[config.mk]
export PLATFORM = sky130hd
export DESIGN_NAME = sobel5_stream
export DESIGN_NICKNAME = d
export VERILOG_FILES = /design/src/rtl/sobel5_stream.sv
export SDC_FILE = /design/constraint.sdc
export NUM_CORES = 2
export LEC_CHECK = 0
export ABC_CLOCK_PERIOD_IN_PS = 6200
export BUFFER_PORTS_ARGS = -buffer_cell sky130_fd_sc_hd__buf_2
export CORE_MARGIN = 2
export CORE_UTILIZATION = 50
export CTS_CLUSTER_SIZE = 20
export DETAILED_ROUTE_END_ITERATION = 8
export PLACE_DENSITY = 0.68
export SETUP_SLACK_MARGIN = 0.5
export SLEW_MARGIN = 20
export SYNTH_ARGS = -nofsm -noshare
export SYNTH_HDL_FRONTEND = slang
export SYNTH_SLANG_ARGS = --single-unit
[constraint.sdc]
create_clock -name clk -period 6.2 [get_ports clk]
set_clock_uncertainty 0.2 [all_clocks]
set_input_delay 1.24 -clock clk [delete_from_list [all_inputs] [get_ports clk]]
set_output_delay 1.24 -clock clk [all_outputs]
set_load 0.005 [all_outputs]
[src/rtl/sobel5_stream.sv]
// Streaming 5x5 Sobel (Gy/Gx/|Gx|+|Gy|) over raster pixels; SOBEL5_THRESH_EN turns the output into a binary edge map.
// Latency 3 clk from the window-completing beat; no backpressure, input gaps become output gaps.
module sobel5_stream #(
  parameter int PIX_W = 8,
  parameter int IMG_W = 64,
  parameter int IMG_H = 64,
  parameter int ACC_W = PIX_W + 8
`ifdef SOBEL5_THRESH_EN
  , parameter int THRESH = 2 ** (PIX_W - 1)
`endif
) (
  input  logic             clk,
  input  logic             rst_n,
  input  logic             in_valid,
  input  logic             in_sof,
  input  logic [PIX_W-1:0] in_pixel,
  input  logic [1:0]       mode,
  output logic             out_valid,
  output logic [PIX_W-1:0] out_pixel,
  output logic             out_sof,
  output logic             out_eof
);

  localparam int CW = $clog2(IMG_W);
  localparam int RW = $clog2(IMG_H);
  localparam logic [CW-1:0] COL_LAST = CW'(IMG_W - 1);
  localparam logic [RW-1:0] ROW_LAST = RW'(IMG_H - 1);
  localparam logic [ACC_W:0] MAXV = {{(ACC_W + 1 - PIX_W){1'b0}}, {PIX_W{1'b1}}};

  logic [CW-1:0] col_q, col_c, col_nx;
  logic [RW-1:0] row_q, row_c, row_nx;
  logic          win_ok, win_first, win_last;
  logic [1:0]    mode_q, mode_in;

  logic [PIX_W-1:0] lb   [4][IMG_W];
  logic [PIX_W-1:0] live [5];
  logic [PIX_W-1:0] win  [5][5];

  logic             s1_vld, s1_sof, s1_eof;
  logic [1:0]       s1_mode;
  logic signed [ACC_W-1:0] wx   [5][5];
  logic signed [ACC_W-1:0] rp_n [5];
  logic signed [ACC_W-1:0] cp_n [5];
  logic signed [ACC_W-1:0] rp_q [5];
  logic signed [ACC_W-1:0] cp_q [5];
  logic             s2_vld, s2_sof, s2_eof;
  logic [1:0]       s2_mode;

  logic signed [ACC_W-1:0] gx, gy;
  logic [ACC_W-1:0] agx, agy;
  logic [ACC_W:0]   mag;
  logic [PIX_W-1:0] res;

  // SOF overrides the running position so a partial frame is simply abandoned
  always_comb begin
    col_c = in_sof ? '0 : col_q;
    row_c = in_sof ? '0 : row_q;
    if (col_c == COL_LAST) begin
      col_nx = '0;
      row_nx = (row_c == ROW_LAST) ? '0 : row_c + RW'(1);
    end else begin
      col_nx = col_c + CW'(1);
      row_nx = row_c;
    end
    win_ok    = (row_c >= RW'(4)) && (col_c >= CW'(4));
    win_first = (row_c == RW'(4)) && (col_c == CW'(4));
    win_last  = (row_c == ROW_LAST) && (col_c == COL_LAST);
    mode_in   = (mode == 2'd3) ? 2'd0 : mode;
  end

  // window row 0 is the oldest line, row 4 the live pixel
  always_comb begin
    live[4] = in_pixel;
    live[3] = lb[0][col_c];
    live[2] = lb[1][col_c];
    live[1] = lb[2][col_c];
    live[0] = lb[3][col_c];
  end

  always_ff @(posedge clk) begin
    if (in_valid) begin
      lb[0][col_c] <= in_pixel;
      for (int i = 1; i < 4; i++) lb[i][col_c] <= lb[i-1][col_c];
      for (int r = 0; r < 5; r++) begin
        for (int c = 0; c < 4; c++) win[r][c] <= win[r][c+1];
        win[r][4] <= live[r];
      end
    end
  end

  always_comb begin
    for (int r = 0; r < 5; r++)
      for (int c = 0; c < 5; c++)
        wx[r][c] = $signed({{(ACC_W - PIX_W){1'b0}}, win[r][c]});
    for (int i = 0; i < 5; i++) begin
      rp_n[i] = wx[i][0] + (wx[i][1] <<< 2) + (wx[i][2] <<< 2) + (wx[i][2] <<< 1)
              + (wx[i][3] <<< 2) + wx[i][4];
      cp_n[i] = wx[0][i] + (wx[1][i] <<< 2) + (wx[2][i] <<< 2) + (wx[2][i] <<< 1)
              + (wx[3][i] <<< 2) + wx[4][i];
    end
  end

  always_ff @(posedge clk) begin
    for (int i = 0; i < 5; i++) begin
      rp_q[i] <= rp_n[i];
      cp_q[i] <= cp_n[i];
    end
  end

  always_comb begin
    gy  = (rp_q[4] + (rp_q[3] <<< 1)) - (rp_q[0] + (rp_q[1] <<< 1));
    gx  = (cp_q[4] + (cp_q[3] <<< 1)) - (cp_q[0] + (cp_q[1] <<< 1));
    agy = gy[ACC_W-1] ? $unsigned(-gy) : $unsigned(gy);
    agx = gx[ACC_W-1] ? $unsigned(-gx) : $unsigned(gx);
    case (s2_mode)
      2'd1:    mag = {1'b0, agx} >> 4;
      2'd2:    mag = ({1'b0, agx} + {1'b0, agy}) >> 5;
      default: mag = {1'b0, agy} >> 4;
    endcase
`ifdef SOBEL5_THRESH_EN
    res = (mag >= (ACC_W + 1)'(THRESH)) ? '1 : '0;
`else
    res = (mag > MAXV) ? '1 : mag[PIX_W-1:0];
`endif
  end

  always_ff @(posedge clk or negedge rst_n) begin
    if (!rst_n) begin
      col_q     <= '0;
      row_q     <= '0;
      mode_q    <= '0;
      s1_vld    <= 1'b0;
      s1_sof    <= 1'b0;
      s1_eof    <= 1'b0;
      s1_mode   <= '0;
      s2_vld    <= 1'b0;
      s2_sof    <= 1'b0;
      s2_eof    <= 1'b0;
      s2_mode   <= '0;
      out_valid <= 1'b0;
      out_pixel <= '0;
      out_sof   <= 1'b0;
      out_eof   <= 1'b0;
    end else begin
      if (in_valid) begin
        col_q <= col_nx;
        row_q <= row_nx;
        if (in_sof) mode_q <= mode_in;
      end
      // the SOF beat itself never completes a window, so the old mode_q is harmless here
      s1_vld    <= in_valid && win_ok;
      s1_sof    <= in_valid && win_first;
      s1_eof    <= in_valid && win_last;
      s1_mode   <= mode_q;
      s2_vld    <= s1_vld;
      s2_sof    <= s1_sof;
      s2_eof    <= s1_eof;
      s2_mode   <= s1_mode;
      out_valid <= s2_vld;
      out_pixel <= s2_vld ? res : '0;
      out_sof   <= s2_sof;
      out_eof   <= s2_eof;
    end
  end

endmodule

# Word-level counts from Yosys, hierarchy flattened
# Memories as Yosys holds them, arrays and structs flattened.
# Cells that the tools add are included.
# totals
mem_count,4
in_bits,14
output_inout_bits,11
word_cells,129
latchBits,0
mem_bits_ro,0
mem_bits_rw,2398
reg_bits,35
# op_classes
n_bitwise,1
magnitude_cmp,5
reduce_logical,8
shift,0
n_eq_ne,7
multipliers,0
muxes,28
n_div,0
n_addsub,61
# memory_table
memory,depth,width,rd,rd_ports_with_merged_regs,write_ports,line,source
lb,4,512,4,0,4,35,logic [PIX_W-1:0] lb [4][IMG_W];
win,5,40,5,0,5,37,logic [PIX_W-1:0] win [5][5];
cp_q,5,15,4,0,5,45,logic signed [ACC_W-1:0] cp_q [5];
rp_q,5,15,4,0,5,44,logic signed [ACC_W-1:0] rp_q [5];
# ops
cell,count
two-way mux 512 bit,1
binary-select mux 8 bit (select 6 bit),4
adder 14 x 8 -> 15 bit,10
adder 13 x 10 -> 14 bit,10
adder 12 x 9 -> 13 bit,10
adder 11 x 10 -> 12 bit,10
adder 8 x 10 -> 11 bit,10
two-way mux 8 bit,11
adder 16 bit,4
demux 8 bit (select 6 bit),1
two-way mux 16 bit,2
negation 16 bit,2
subtractor 16 bit,2
two-way mux 6 bit,5
one-hot mux 12 bit (2 select lines),1
adder 16 x 16 -> 17 bit,1
adder 6 x 1 -> 6 bit (second input constant),2
== test 6 x 3 -> 1 bit (second input constant),2
== test 6 bit (second input constant),2
greater-or-equal comparator 6 x 3 -> 1 bit (second input constant),2
> comparator 12 x 8 -> 1 bit (second input constant),1
greater-or-equal comparator 7 bit (second input constant),1
logical AND 1 bit,7
less-than comparator 7 x 1 -> 1 bit (second input constant),1
6 further kinds,8

# Longest topological paths before layout
# An unclocked memory read counts as a cell.
# logic_depth
depth_word,10
depth_mapped,25
ltp_nobuf,23

# Least setup slack after synthesis
# OpenSTA, ideal clock, no wires.
# synth_timing
kind,in2reg
startpoint,input port in_sof
endpoint,memory lb[1][107] in the netlist's numbering (data pin)
setup_ps,709
arrival_time_ps,5598
t_required_ps,5291
n_path_buf,5
setup_slack_ps,-307
stages,12
path_cell_list,nand2b_1 clkbuf_1 inv_2 and2_0 clkbuf_1 clkbuf_1 clkbuf_1 buf_1 a221oi_1 o21ai_0 a32oi_1 o21ai_0
# synth_rtl
element,line,source
from (decl),15,"input logic in_sof,"
to (decl),35,

==> flow_metrics.env <==
export IMPL_status="finished clean"
export IMPL_p_switching_uw=30160
export IMPL_synthToLayoutAreaGrowth_pct=14.67
export IMPL_synth_cell_types=92
export IMPL_powerDensity_nw_per_um2=642.5
export IMPL_grt_max_degree=112
export IMPL_final_cell_mix="edfxtp_1 (2,248), nand2_1 (434), a21oi_1 (386), buf_4 (313), fa_1 (278)"
export IMPL_antenna_found_initial=18
export IMPL_ys_flop_type="edfxtp_1"
export IMPL_path_clk_slew_ns=0.06
export IMPL_cts_root_buffer="clkbuf_16"
export IMPL_final_cells=9583
export IMPL_first_iter_violations=9108
export IMPL_p_clk_frac=0.192
export IMPL_tns_ns=0
export IMPL_crit_arrival_ns=6.05
export IMPL_rsz0062_at_grt="yes"
export IMPL_initial_utilization=0.5020
export IMPL_slew_viol_final=0
export IMPL_detail_route_wirelength_mm=302.5
export IMPL_cp_required_ns=6.68
export IMPL_ys_seq_elements=2387
export IMPL_slew_headroom=0.2064
export IMPL_die_area_um2=203600
export IMPL_hold_buffers=0
export IMPL_pwr_share_seq=0.266
export IMPL_fin_nets=7187
export IMPL_die_h_um=451.3
export IMPL_hold_viol=0
export IMPL_hold_class="flip-flop to flip-flop"
export IMPL_fillerInstances=14910
export IMPL_place_gp_congestion=0.9112
export IMPL_p_int_uw=43530
export IMPL_dp_final_hpwl_mm=180.2
export IMPL_ys_warnings_count=0
export IMPL_period_share=0.8976
export IMPL_clkLatencyLatePin_ns=0.88
export IMPL_setup_viol=0
export IMPL_critPathCaptureType="flip-flop"
export IMPL_synth_edf_count=2248
export IMPL_final_common_cell="edfxtp_1"
export IMPL_fmax_mhz=179.7
export IMPL_postPlaceCellArea_um2=106200
export IMPL_crit_path_start_kind="flip-flop"
export IMPL_swShare=0.4092
export IMPL_detail_route_antenna_nets=0
export IMPL_syn_avg_cell_area_um2=15.47
export IMPL_core_area_um2=199200
export IMPL_dpl_cell_count=9112
export IMPL_grt_pass1_vias=61260
export IMPL_drt_pass1_iterations=6
export IMPL_synth_seq_area_share=0.7045
export IMPL_finalPower_uw=73690
export IMPL_vias=62270
export IMPL_cts_tree="done"
export IMPL_rows=164
export IMPL_cp_max_fo=8
export IMPL_numPortBuffers=24
export IMPL_async_flop_share=0.01466
export IMPL_vias_per_cell=6.497
export IMPL_worstSetupPathType="flip-flop to flip-flop"
export IMPL_final_cell_area_um2=114700
export IMPL_power_leakage_uw=0.03848
export IMPL_place_ws_ns=0.1745
export IMPL_power_frac_comb=0.542
export IMPL_syn_nets=6931
export IMPL_drive_above_1_share=0.1605
export IMPL_route_detailed_drc=0
export IMPL_worst_slack_ns=0.6350
export IMPL_htree_levels=4
export IMPL_tightest_slew_ns=1.178
export IMPL_fin_crit_ns=5.565
export IMPL_grt_overflow=0
export IMPL_syn_inst=6464
export IMPL_die_w_um=451.3
export IMPL_ctsLongestPathBuffers=3
export IMPL_cap_violations=0
export IMPL_io_pins=25
export IMPL_cts_inserted_buffers=231
export IMPL_grt_total_usage=0.2946
export IMPL_drt_wirelength_per_cell_um=31.57
export IMPL_peakVddDrop_v=0.003165
export IMPL_clkSinkCount=2387
export IMPL_syn_area_um2=100000
export IMPL_grt_pass1_wl_mm=433.7
power by group through the flow:
stage | clock network [uW] | registers (uW) | logic (uW)
2_1_floorplan | 0 | 19900 | 23800
3_3_place_gp | 0 | 19900 | 31800
3_5_place_dp | 0 | 19900 | 32600
4_1_cts | 14200 | 19600 | 34100
5_1_grt | 14900 | 19700 | 43000
6_report | 14200 | 19600 | 39900
critical path, stage by stage (launching register included):
cell,delay [ns]
dfxtp_1,0.30
inv_1,0.05
fa_1,0.49
fa_1,0.50
inv_1,0.06
ha_4,0.32
nand4_1,0.20
a211oi_2,0.36
nor4b_4,0.08
a21oi_2,0.15
or2_1,0.17
buf_6,0.13
nor2_2,0.04
xnor2_1,0.12
ha_1,0.31
a21oi_2,0.18
o31ai_4,0.11
o2111ai_2,0.27
a21oi_2,0.12
o31ai_2,0.32
a21oi_2,0.13
o22ai_2,0.17
o211ai_4,0.14
o31ai_4,0.24
buf_6,0.16
a31oi_2,0.08
per-layer routing:
layer,vias up,routed length [um],track usage
li1,25610,-,-
met1,31420,110000,0.3886
met2,4368,138300,0.4602
met3,861,35810,0.06686
met4,4,18360,0.1507
met5,-,27,0
synthesized netlist by cell type, types with 10 or more instances:
cell | count | area, um^2
nor2_1 | 303 | 1137
buf_2 | 24 | 120.1
edfxtp_1 | 2248 | 67500
ha_1 | 175 | 2190
a22oi_1 | 232 | 1742
a21o_1 | 18 | 135.1
o21ai_0 | 271 | 1356
a221o_1 | 39 | 390.4
o21a_1 | 10 | 75.07
o311ai_0 | 11 | 96.34
a21oi_1 | 398 | 1992
buf_1 | 58 | 217.7
nand2b_1 | 22 | 137.6
a211oi_1 | 70 | 525.5
fa_1 | 278 | 5565
a22o_1 | 21 | 183.9
mux2_2 | 145 | 1633
clkbuf_1 | 298 | 1119
xnor2_1 | 77 | 674.4
nor2b_1 | 20 | 125.1
nand2_1 | 438 | 1644
nand3_1 | 49 | 245.2
xor2_1 | 34 | 297.8
a2111oi_0 | 36 | 315.3
o21bai_1 | 20 | 150.1
a221oi_1 | 238 | 2085
nor4_1 | 11 | 68.82
o21ai_1 | 10 | 50.05
nor3_1 | 30 | 150.1
o22ai_1 | 63 | 394.1
a222oi_1 | 10 | 100.1
inv_1 | 241 | 904.6
dfrtp_1 | 35 | 875.8
mux4_2 | 10 | 225.2
dfxtp_1 | 104 | 2082
o211ai_1 | 55 | 412.9
o221ai_1 | 36 | 315.3
a31oi_1 | 90 | 563.0
nand4_1 | 11 | 68.82
mux2i_1 | 110 | 1101
final cells by class:
class                      instances  area (um^2)  area share
tap                             2656         3323     0.02897
timing repair buffer             403         3807     0.03319
antenna                            3        7.507  0.00006545
sequential                      2387        70480      0.6145
clock inverter                   152         1609     0.01403
clock buffer                     285         6033     0.05260
multi-input combinational       3454        28520      0.2487
inverter                         243        919.6    0.008018
flip-flops by register name, summed over array words and instances (netlist names), 2 cells and up:
signal	cells
win	200
col_q	6
s1_mode	2
s2_mode	2
cp_q	52
row_q	6
mode_q	2
rp_q	52
out_pixel	8
lb	2048
worst paths after layout:
| kind | from | to | slack, ns | cells after the start |
|---|---|---|---|---|
| max | cp_q[0][46] | out_pixel[6] | 0.64 | 25 |
| min | s1_mode[1] | s2_mode[1] | 0.15 | 0 |
| max reg2reg | cp_q[0][46] | out_pixel[6] | 0.64 | 25 |
| min reg2reg | s1_mode[1] | s2_mode[1] | 0.15 | 0 |
| max in group asynchronous | rst_n | col_q[1] | 5.11 | 1 |
| min in group asynchronous | rst_n | out_sof | 0.20 | 1 |
kinds of logic after synthesis:
group,synth area share
AO/OA/AOI/OAI,0.1158
XOR/XNOR,0.009883
adder cells (fa/ha/maj),0.07753
buffers and inverters,0.02368
flip-flops,0.7045
multiplexers,0.02958
AND/OR/NAND/NOR,0.03904
what timing repair did:
| action | 4_1_cts | 5_1_grt |
|---|---|---|
| pin swaps | 12 | 65 |
| setup buffers | 4 | 27 |
| setup endpoints to repair | 8 | 8 |
| gates resized for setup | 17 | 96 |
| endpoints found under the hold margin | 0 | 0 |
metrics by stage:
stage               hold WS [ns]  utilization
finish                    0.1464       0.5757
global route              0.1505       0.5756
CTS                       0.1484       0.5721
detailed placement        0.1365       0.5332
global placement          0.1354       0.5331
floorplan                 0.1312            -
(Power assumes the default switching activity.)
